===== src/rtl/memory_arbiter.sv =====
// Single-port main memory arbiter: the coherence bus's data port has priority over the two icaches,
// with a data-streak counter that bounds instruction starvation and round-robin between the icaches.
module memory_arbiter #(
  parameter int STARVE_LIMIT = 4,
  parameter int CNT_W        = 3
) (
  input  logic             CLK,
  input  logic             RST,
  input  logic [1:0]       iREN,
  input  logic [1:0][31:0] iaddr,
  output logic [1:0]       iwait,
  output logic [1:0][31:0] iload,
  input  logic             dREN,
  input  logic             dWEN,
  input  logic [31:0]      daddr,
  input  logic [31:0]      dstore,
  output logic             dwait,
  output logic [31:0]      dload,
  output logic             ramREN,
  output logic             ramWEN,
  output logic [31:0]      ramaddr,
  output logic [31:0]      ramstore,
  input  logic [31:0]      ramload,
  input  logic [1:0]       ramstate,
  output logic             mem_err
);

  typedef enum logic [1:0] {
    IDLE   = 2'd0,
    GNT_D  = 2'd1,
    GNT_I0 = 2'd2,
    GNT_I1 = 2'd3
  } state_e;

  localparam logic [1:0]       RAM_ACCESS = 2'b10;
  localparam logic [1:0]       RAM_ERROR  = 2'b11;
  localparam logic [CNT_W-1:0] LIMIT      = CNT_W'(STARVE_LIMIT);

  state_e           state_q, state_d;
  logic [CNT_W-1:0] streak_q, streak_d;
  logic             rr_q, rr_d;

  logic dReq;
  logic iAny;
  logic iIdx;
  logic dAllowed;

  assign dReq     = dREN | dWEN;
  assign iAny     = |iREN;
  assign iIdx     = (state_q == GNT_I1);
  assign dAllowed = (streak_q < LIMIT) || !iAny;

  // Load buses are shared wires; each is only meaningful while its wait is low.
  assign iload = {ramload, ramload};
  assign dload = ramload;

  always_ff @(posedge CLK or posedge RST) begin
    if (RST) begin
      state_q  <= IDLE;
      streak_q <= '0;
      rr_q     <= 1'b0;
    end else begin
      state_q  <= state_d;
      streak_q <= streak_d;
      rr_q     <= rr_d;
    end
  end

  always_comb begin
    state_d  = state_q;
    streak_d = streak_q;
    rr_d     = rr_q;
    ramREN   = 1'b0;
    ramWEN   = 1'b0;
    ramaddr  = '0;
    ramstore = '0;
    iwait    = 2'b11;
    dwait    = 1'b1;
    mem_err  = 1'b0;

    case (state_q)
      IDLE: begin
        if (dReq && dAllowed) begin
          state_d = GNT_D;
        end else if (iAny) begin
          if (iREN == 2'b11) begin
            state_d = rr_q ? GNT_I1 : GNT_I0;
          end else begin
            state_d = iREN[0] ? GNT_I0 : GNT_I1;
          end
        end
      end

      GNT_D: begin
        // A dropped request aborts without touching streak or rr.
        if (!dReq) begin
          state_d = IDLE;
        end else begin
          ramaddr = daddr;
          if (dWEN) begin
            ramWEN   = 1'b1;
            ramstore = dstore;
          end else begin
            ramREN = 1'b1;
          end
          mem_err = (ramstate == RAM_ERROR);
          if (ramstate == RAM_ACCESS) begin
            dwait   = 1'b0;
            state_d = IDLE;
            if (iAny) begin
              if (streak_q < LIMIT) begin
                streak_d = streak_q + CNT_W'(1);
              end
            end else begin
              streak_d = '0;
            end
          end
        end
      end

      GNT_I0, GNT_I1: begin
        if (!iREN[iIdx]) begin
          state_d = IDLE;
        end else begin
          ramREN  = 1'b1;
          ramaddr = iaddr[iIdx];
          mem_err = (ramstate == RAM_ERROR);
          if (ramstate == RAM_ACCESS) begin
            iwait[iIdx] = 1'b0;
            state_d     = IDLE;
            streak_d    = '0;
            rr_d        = ~rr_q;
          end
        end
      end

      default: state_d = IDLE;
    endcase
  end

endmodule


===== config.mk =====
export PLATFORM = sky130hd
export DESIGN_NAME = memory_arbiter
export DESIGN_NICKNAME = d
export VERILOG_FILES = /design/src/rtl/memory_arbiter.sv
export SDC_FILE = /design/constraint.sdc
export NUM_CORES = 1
export LEC_CHECK = 0
export ABC_AREA = 1
export CORE_AREA = 2 2 128 130
export CTS_CLUSTER_DIAMETER = 30
export CTS_CLUSTER_SIZE = 14
export DETAILED_ROUTE_END_ITERATION = 8
export DIE_AREA = 0 0 130 132
export MAX_ROUTING_LAYER = met4
export PLACE_DENSITY_LB_ADDON = 0.3
export SYNTH_ARGS = -nofsm -noshare
export SYNTH_HDL_FRONTEND = slang
export SYNTH_SLANG_ARGS = --single-unit

===== constraint.sdc =====
create_clock -name CLK -period 1.5 [get_ports CLK]
set_clock_uncertainty 0.2 [all_clocks]
set_input_delay 0.225 -clock CLK [delete_from_list [all_inputs] [get_ports CLK]]
set_output_delay 0.225 -clock CLK [all_outputs]
set_load 0.01 [all_outputs]

==> results of run 1 <==
==> final timing paths <==
kind	from	to	slack (ns)	cells past startpoint
max in group asynchronous	RST	state_q[1]	0.88	2
hold / removal	RST	streak_q[2]	0.01	2
setup reg to reg	state_q[0]	rr_q	-0.24	9
setup / recovery	state_q[0]	ramaddr[15]	-0.52	9
hold reg to reg	rr_q	rr_q	0.28	1
min in group CLK	ramload[20]	dload[20]	0.25	0
==> flip-flops by register name, summed over array words and instances (netlist names) <==
register and cells:
rr_q 1, state_q 2, streak_q 3
==> cells by family (layout without fill, tap and decap cells) <==
logic type | after synthesis | in the layout
flops | 6 | 6
simple gates | 239 | 239
xor+xnor | 2 | 2
fa+ha+maj | 1 | 1
compound gates | 39 | 39
buf+inv | 168 | 318
==> report_power, final <==
part / switching (mW) / internal, mW
clock: 0.0892 / 0.353
combinational: 3.27 / 3.39
sequential: 0.0876 / 0.240
total: 3.45 / 3.98
==> worst register-to-register path, stage by stage, from the launching register on <==
cell and delay [ns]:
dfrtp_2 0.42, buf_6 0.14, nand2_8 0.07, nand2_4 0.07, nand3_4 0.11, buf_8 0.17
nor2_4 0.15, buf_4 0.13, buf_6 0.08, xor2_1 0.13
==> cell usage in the layout, fill, tap and decap left out, types with 6 or more instances in the layout <==
cell type and instances:
inv_2 9, nor2_4 34, buf_4 20, buf_6 49, nand2_2 25, nor2_1 6
clkdlybuf4s50_1 133, nand3_1 37, nand2_4 17, nand2_1 110, o21ai_2 32, buf_16 8
buf_2 35, buf_12 13, inv_1 36
==> per-stage QoR <==
step / instance area, µm² / setup TNS [ns] / utilization [%]
2_1_floorplan: 2671 / -1.396 / -
3_3_place_gp: 4400 / -54.65 / 28.01
3_5_place_dp: 4400 / -55.65 / 28.01
4_1_cts: 5032 / -31.54 / 32.03
5_1_grt: 5333 / -35.05 / 33.94
6_report: 5333 / -29.55 / 33.94
==> what timing repair did <==
action | 4_1_cts | 5_1_grt
gates resized for setup | 395 | 74
cloned | 8 | 2
setup buffers | 21 | 5
setup endpoints to repair | 76 | 76
pin swaps | 9 | 18
==> metal layers <==
layer,global-route usage (%),vias up,share of wire [%]
met2,24.23,203,52
met3,3.571,28,10
met5,-,-,0
met1,13.59,1445,36
met4,2.808,0,1.8
li1,-,1586,-
==> area by class of cell <==
class	instances	share of cell area [%]
clock buffer	4	1.478
sequential	6	2.863
inverter	48	3.613
tap	216	5.068
timing repair buffer	266	52.96
multi-input combinational	281	34.02
==> impl_metrics.yaml, run 1 <==
detailed_routing:
  wl_per_cell_um: 15.04
  dr.pass1.iters: 4
  ant_nets: 0
  drtIter0Drc: 67
  wl_mm: 12.35
  drcViolationCount: 0
  via_per_inst: 3.973
  vias: 3262
logic_synthesis:
  yosysMostFrequentCell: "nand2_1"
  synth_xor_area_share_pct: 0.6951
  synth-compound-area-share_pct: 12.07
  yosysWarnings: 0
  synth_top_area_cell: "buf_4"
  syn_area_mm2: 0.002520
  postSynth.asyncResetShare_pct: 100.0
  syn_avg_cell_area_um2: 5.538
  yosys_most_used_dff: "dfrtp_1"
  synth_top_family_by_area: "buffers and inverters"
  ys_types: 23
  synthAdderAreaFrac_pct: 0.4965
  synth-edff-count: 0
  synth.area.top_cells: "buf_4, nand2_1, o21ai_2, nand3_1, inv_1"
  syn_nets: 624
  syn-instance-count: 455
  synth.area.mux_share_pct: 0
  yosys.area_share.simple_pct: 39.28
  ys_seq_elements: 6
  ys_seq_area_share_pct: 5.958
  netlist_top_cells_count: "nand2_1, buf_4, inv_1"
  synth_top_area_share_pct: 29.79
sta:
  finalHoldViolCount: 0
  min_period_ns: 2.015
  setup_ws_ns: -0.5152
  slew_headroom_pct: 84.80
  worst_hold_slack_ns: 0.01184
  finalMaxSlewViolations: 0
  grt_setup_unrepaired: "true"
  tightest_slew_ns: 0.2277
  fmax_ghz: 0.4962
  fin_crit_sh_pct: 134.3
  setup_violations: 76
worst_setup_path:
  cp_max_fo: 5
  crit_type: "flip-flop to primary output"
  crit_top_cell: "buf_12"
  crit_path_max_incr_delay_ns: 0.42
  critPathBufInv: 5
  critPathSlowestCell: "dfrtp_2"
  critical-path-top-delay-family: "buffers and inverters"
  end_kind: "primary output"
  worstPathCellList: "inv_4 > nor2_4 > nand2_2 > clkinv_4 > buf_12 > buf_12 > nand2_4 > o21ai_2 > buf_2"
  setup.worst_path.start_class: "flip-flop"
  required_ns: 1.07
  arrival_ns: 1.59
run:
  maxCapViolations: 0
floorplan:
  rows: 46
  die_h_um: 132
  fp.dieW_um: 130
  fp.dieArea_mm2: 0.01716
  core_mm2: 0.01571
  io-pin-count: 334
  start_util_pct: 16.04
clock_network:
  cts_tree: "built"
  clockBufferDepth: 2
  root_buffer: "clkbuf_16"
  clkSlewWorstSetupHoldPaths_ns: 0.04
  numCtsBuffers: 3
  clkSinkCount: 6
  h-tree-depth: 1
  clkLatencyLatePin_ns: 0.23
  ctsHoldBuffers: 0
finish:
  multi_input_area_mm2: 0.001814
  nNetsFinal: 775
  layout-drive-gt1-share_pct: 44.30
  antennaDiodeCount: 0
  fin_cells: 821
  fillerInstances: 1666
  final-seq-area_um2: 152.6
  syn_to_final_growth_pct: 111.6
placement:
  dp_hpwl_mm: 8.892
  dp.cells: 784
  dp_slack_ns: -0.8729
  gp_congestion: 0.7693
  io_buffer_count: 205
power_and_ir_drop:
  p_total_mw: 7.425
  power.leakage_nw: 2.512
  power-per-cell-area_mw_per_mm2: 1392
  max-vdd-ir-drop_v: 0.0007922
grt:
  grt_max_degree: 34
  first_global_vias: 3250
  grt_overflow: 0
  antenna_found_initial: 0
  grt_pass1_wl_mm: 17.28
  grtUsageTotal_pct: 13.06
status:
  violations: "negative setup slack"
  status: "finished with violations"
worst_hold_path:
  hp-class: "input port to async pin"
Power figures use the tool's default switching activity.
==> run 2: changes to the inputs <==
--- a/config.mk
+++ b/config.mk
@@ -6,11 +6,12 @@
 export NUM_CORES = 1
 export LEC_CHECK = 0
 export ABC_AREA = 1
-export CORE_AREA = 2 2 128 130
+export CORE_AREA = 2 2 131 133
 export CTS_CLUSTER_DIAMETER = 30
 export CTS_CLUSTER_SIZE = 14
 export DETAILED_ROUTE_END_ITERATION = 8
-export DIE_AREA = 0 0 130 132
+export DIE_AREA = 0 0 133 135
+export DONT_BUFFER_PORTS = 1
 export MAX_ROUTING_LAYER = met4
 export PLACE_DENSITY_LB_ADDON = 0.3
 export SYNTH_ARGS = -nofsm -noshare
==> run 2 against run 1 <==
Effect of this change: highest routed layer unchanged; clock-buffer cell count is the same; maximum frequency grew 5.6%; hold slack gained 0.094 ns; largest cell class is now multi-input combinational cells; setup slack gained 0.11 ns; the flow still finishes with violations (negative setup slack).
==> impl_metrics.yaml, run 2 (same netlist as run 1, synthesis figures left out) <==
finish:
  layout-drive-gt1-share_pct: 38.86
  largest_reg_flops: 3
  fin_cells: 606
  syn_to_final_growth_pct: 22.19
  regMostFlops: "streak_q"
  fin_util_pct: 18.77
  stdcell_area_mm2: 0.003079
  antennaDiodeCount: 0
  fillerInstances: 1821
  multi_input_area_mm2: 0.001735
  reg_top3: "streak_q (3), state_q (2), rr_q (1)"
  final-seq-area_um2: 152.6
  layout_commonest_cell: "nand2_1"
  final_cell_mix: "nand2_1, inv_1, nand3_1"
  nNetsFinal: 556
grt:
  grtUsageTotal_pct: 9.161
  first_global_vias: 2320
  antenna_found_initial: 0
  grt_pass1_wl_mm: 12.40
  grt_overflow: 0
  grt_max_degree: 35
worst_setup_path:
  critPathSlowestCell: "dfrtp_2"
  setup.worst_path.start_class: "flip-flop"
  cp_max_fo: 8
  crit_path_max_incr_delay_ns: 0.46
  crit_type: "flip-flop to primary output"
  timing.rr.start: "state_q[0]"
  required_ns: 1.07
  reg2regPathDepth: 10
  worstReg2RegEnd: "state_q[0]"
  arrival_ns: 1.48
  worstPathCellList: "buf_12 > nor2_4 > nand2_2 > clkinv_4 > buf_12 > nand2_2 > o21ai_4"
  end_kind: "primary output"
  r2r_slack_ns: -0.26
detailed_routing:
  wl_per_cell_um: 14.84
  wl_mm: 8.996
  wl_met1_mm: 3.170
  ant_nets: 0
  dr_wl_met3_mm: 1.097
  vias: 2378
  drtIter0Drc: 65
  dr.pass1.iters: 4
  highest_layer: "met4"
  via_per_inst: 3.924
  drcViolationCount: 0
  wl_met2_mm: 4.566
sta:
  min_period_ns: 1.908
  grt_setup_unrepaired: "true"
  fmax_ghz: 0.5240
  fin_crit_sh_pct: 127.2
  setup_ws_ns: -0.4085
  finalMaxSlewViolations: 0
  tightest_slew_ns: 0.2433
  setup_violations: 76
  slew_headroom_pct: 83.72
  finalHoldViolCount: 0
worst_hold_path:
  hp-start: "iREN[1]"
  worstHoldEndpoint: "state_q[0]"
  hold_path_depth: 4
  hp-class: "input port to flip-flop"
clock_network:
  clkSinkCount: 6
  clkLatencyLatePin_ns: 0.23
  h-tree-depth: 1
  clkSlewWorstSetupHoldPaths_ns: 0.04
  clockBufferDepth: 2
  root_buffer: "clkbuf_16"
  cts_tree: "built"
  numCtsBuffers: 3
floorplan:
  fp.dieArea_mm2: 0.01796
  rows: 47
  die_h_um: 135
  io-pin-count: 334
  fp.dieW_um: 133
  start_util_pct: 15.36
  core_mm2: 0.01641
power_and_ir_drop:
  max-vdd-ir-drop_v: 0.001087
  power.leakage_nw: 1.414
  p_total_mw: 5.334
  power-per-cell-area_mw_per_mm2: 1732
run:
  maxCapViolations: 0
status:
  status: "finished with violations"
  violations: "negative setup slack"
placement:
  dp_hpwl_mm: 6.972
  post_dp_cell_area_mm2: 0.002391
  io_buffer_count: 0
  gp_congestion: 0.7099
  dp.cells: 583
  dp_slack_ns: -0.2068
==> run 2: cell types whose count changed in the layout (fill, tap and decap cells not counted), moves of 7 or more <==
cell / before / now
buf_16: 8 / 1
buf_2: 35 / 0
buf_6: 49 / 9
clkdlybuf4s50_1: 133 / 0
nand2_1: 110 / 131
nand2_2: 25 / 16
nand2_4: 17 / 5
nor2_2: 4 / 13
nor2_4: 34 / 22
o21ai_2: 32 / 19
o21ai_4: 1 / 13
==> run 2: what timing repair did <==
action | CTS | global route
endpoints found under the setup margin | 75 | 76
setup buffers | 10 | 5
endpoints found under the hold margin | 6 | 0
resized for setup | 57 | 33
gates cloned | 1 | 4
pin swaps | 5 | 7
hold buffers | 1 | 0
==> run 2: cell type report <==
| type | instances | area share [%] |
|---|---|---|
| well taps | 220 | 8.939 |
| repair buffers | 46 | 21.09 |
| flip-flops and latches | 6 | 4.957 |
| inverters | 48 | 6.095 |
| clock buffers | 4 | 2.560 |
| multi-input cells | 282 | 56.36 |
==> run 2: worst max-delay path: cells and delay by family, from the launching register on <==
family,cells,cell delay (ns)
AO/OA/AOI/OAI,1,0.08
buffers and inverters,3,0.42
flip-flops,1,0.46
AND/OR/NAND/NOR,3,0.29
==> run 2: worst max path at each step <==
stage / start / endpoint / slack (ns) / cells after the start
2_1_floorplan: state_q[0] / ramaddr[0] / -0.02 / 8
3_3_place_gp: state_q[0] / ramstore[31] / -0.21 / 7
3_5_place_dp: state_q[0] / ramstore[31] / -0.21 / 7
4_1_cts: state_q[1] / ramaddr[15] / -0.41 / 7
5_1_grt: state_q[0] / ramaddr[26] / -0.49 / 5
6_report: state_q[1] / ramaddr[19] / -0.41 / 7
==> run 2: through the flow <==
| step | hold WS (ns) | TNS (ns) |
|---|---|---|
| after floorplan | -0.1841 | -1.396 |
| after global placement | -0.1460 | -10.04 |
| after detailed placement | -0.1497 | -10.08 |
| final | 0.1063 | -26.11 |
| after global routing | 0.1481 | -32.07 |
| after CTS | 0.1271 | -26.23 |
==> run 2: layer usage <==
| layer | up-vias | track usage, % |
|---|---|---|
| li1 | 1150 | - |
| met1 | 1012 | 9.017 |
| met2 | 192 | 16.38 |
| met3 | 24 | 3.979 |
| met4 | 0 | 2.808 |
| met5 | - | - |
==> run 2: where the power goes <==
part	switching, mW	internal [mW]	total (mW)
Sequential	0.101	0.240	0.341
Clock	0.0938	0.353	0.447
Combinational	2.63	1.92	4.55
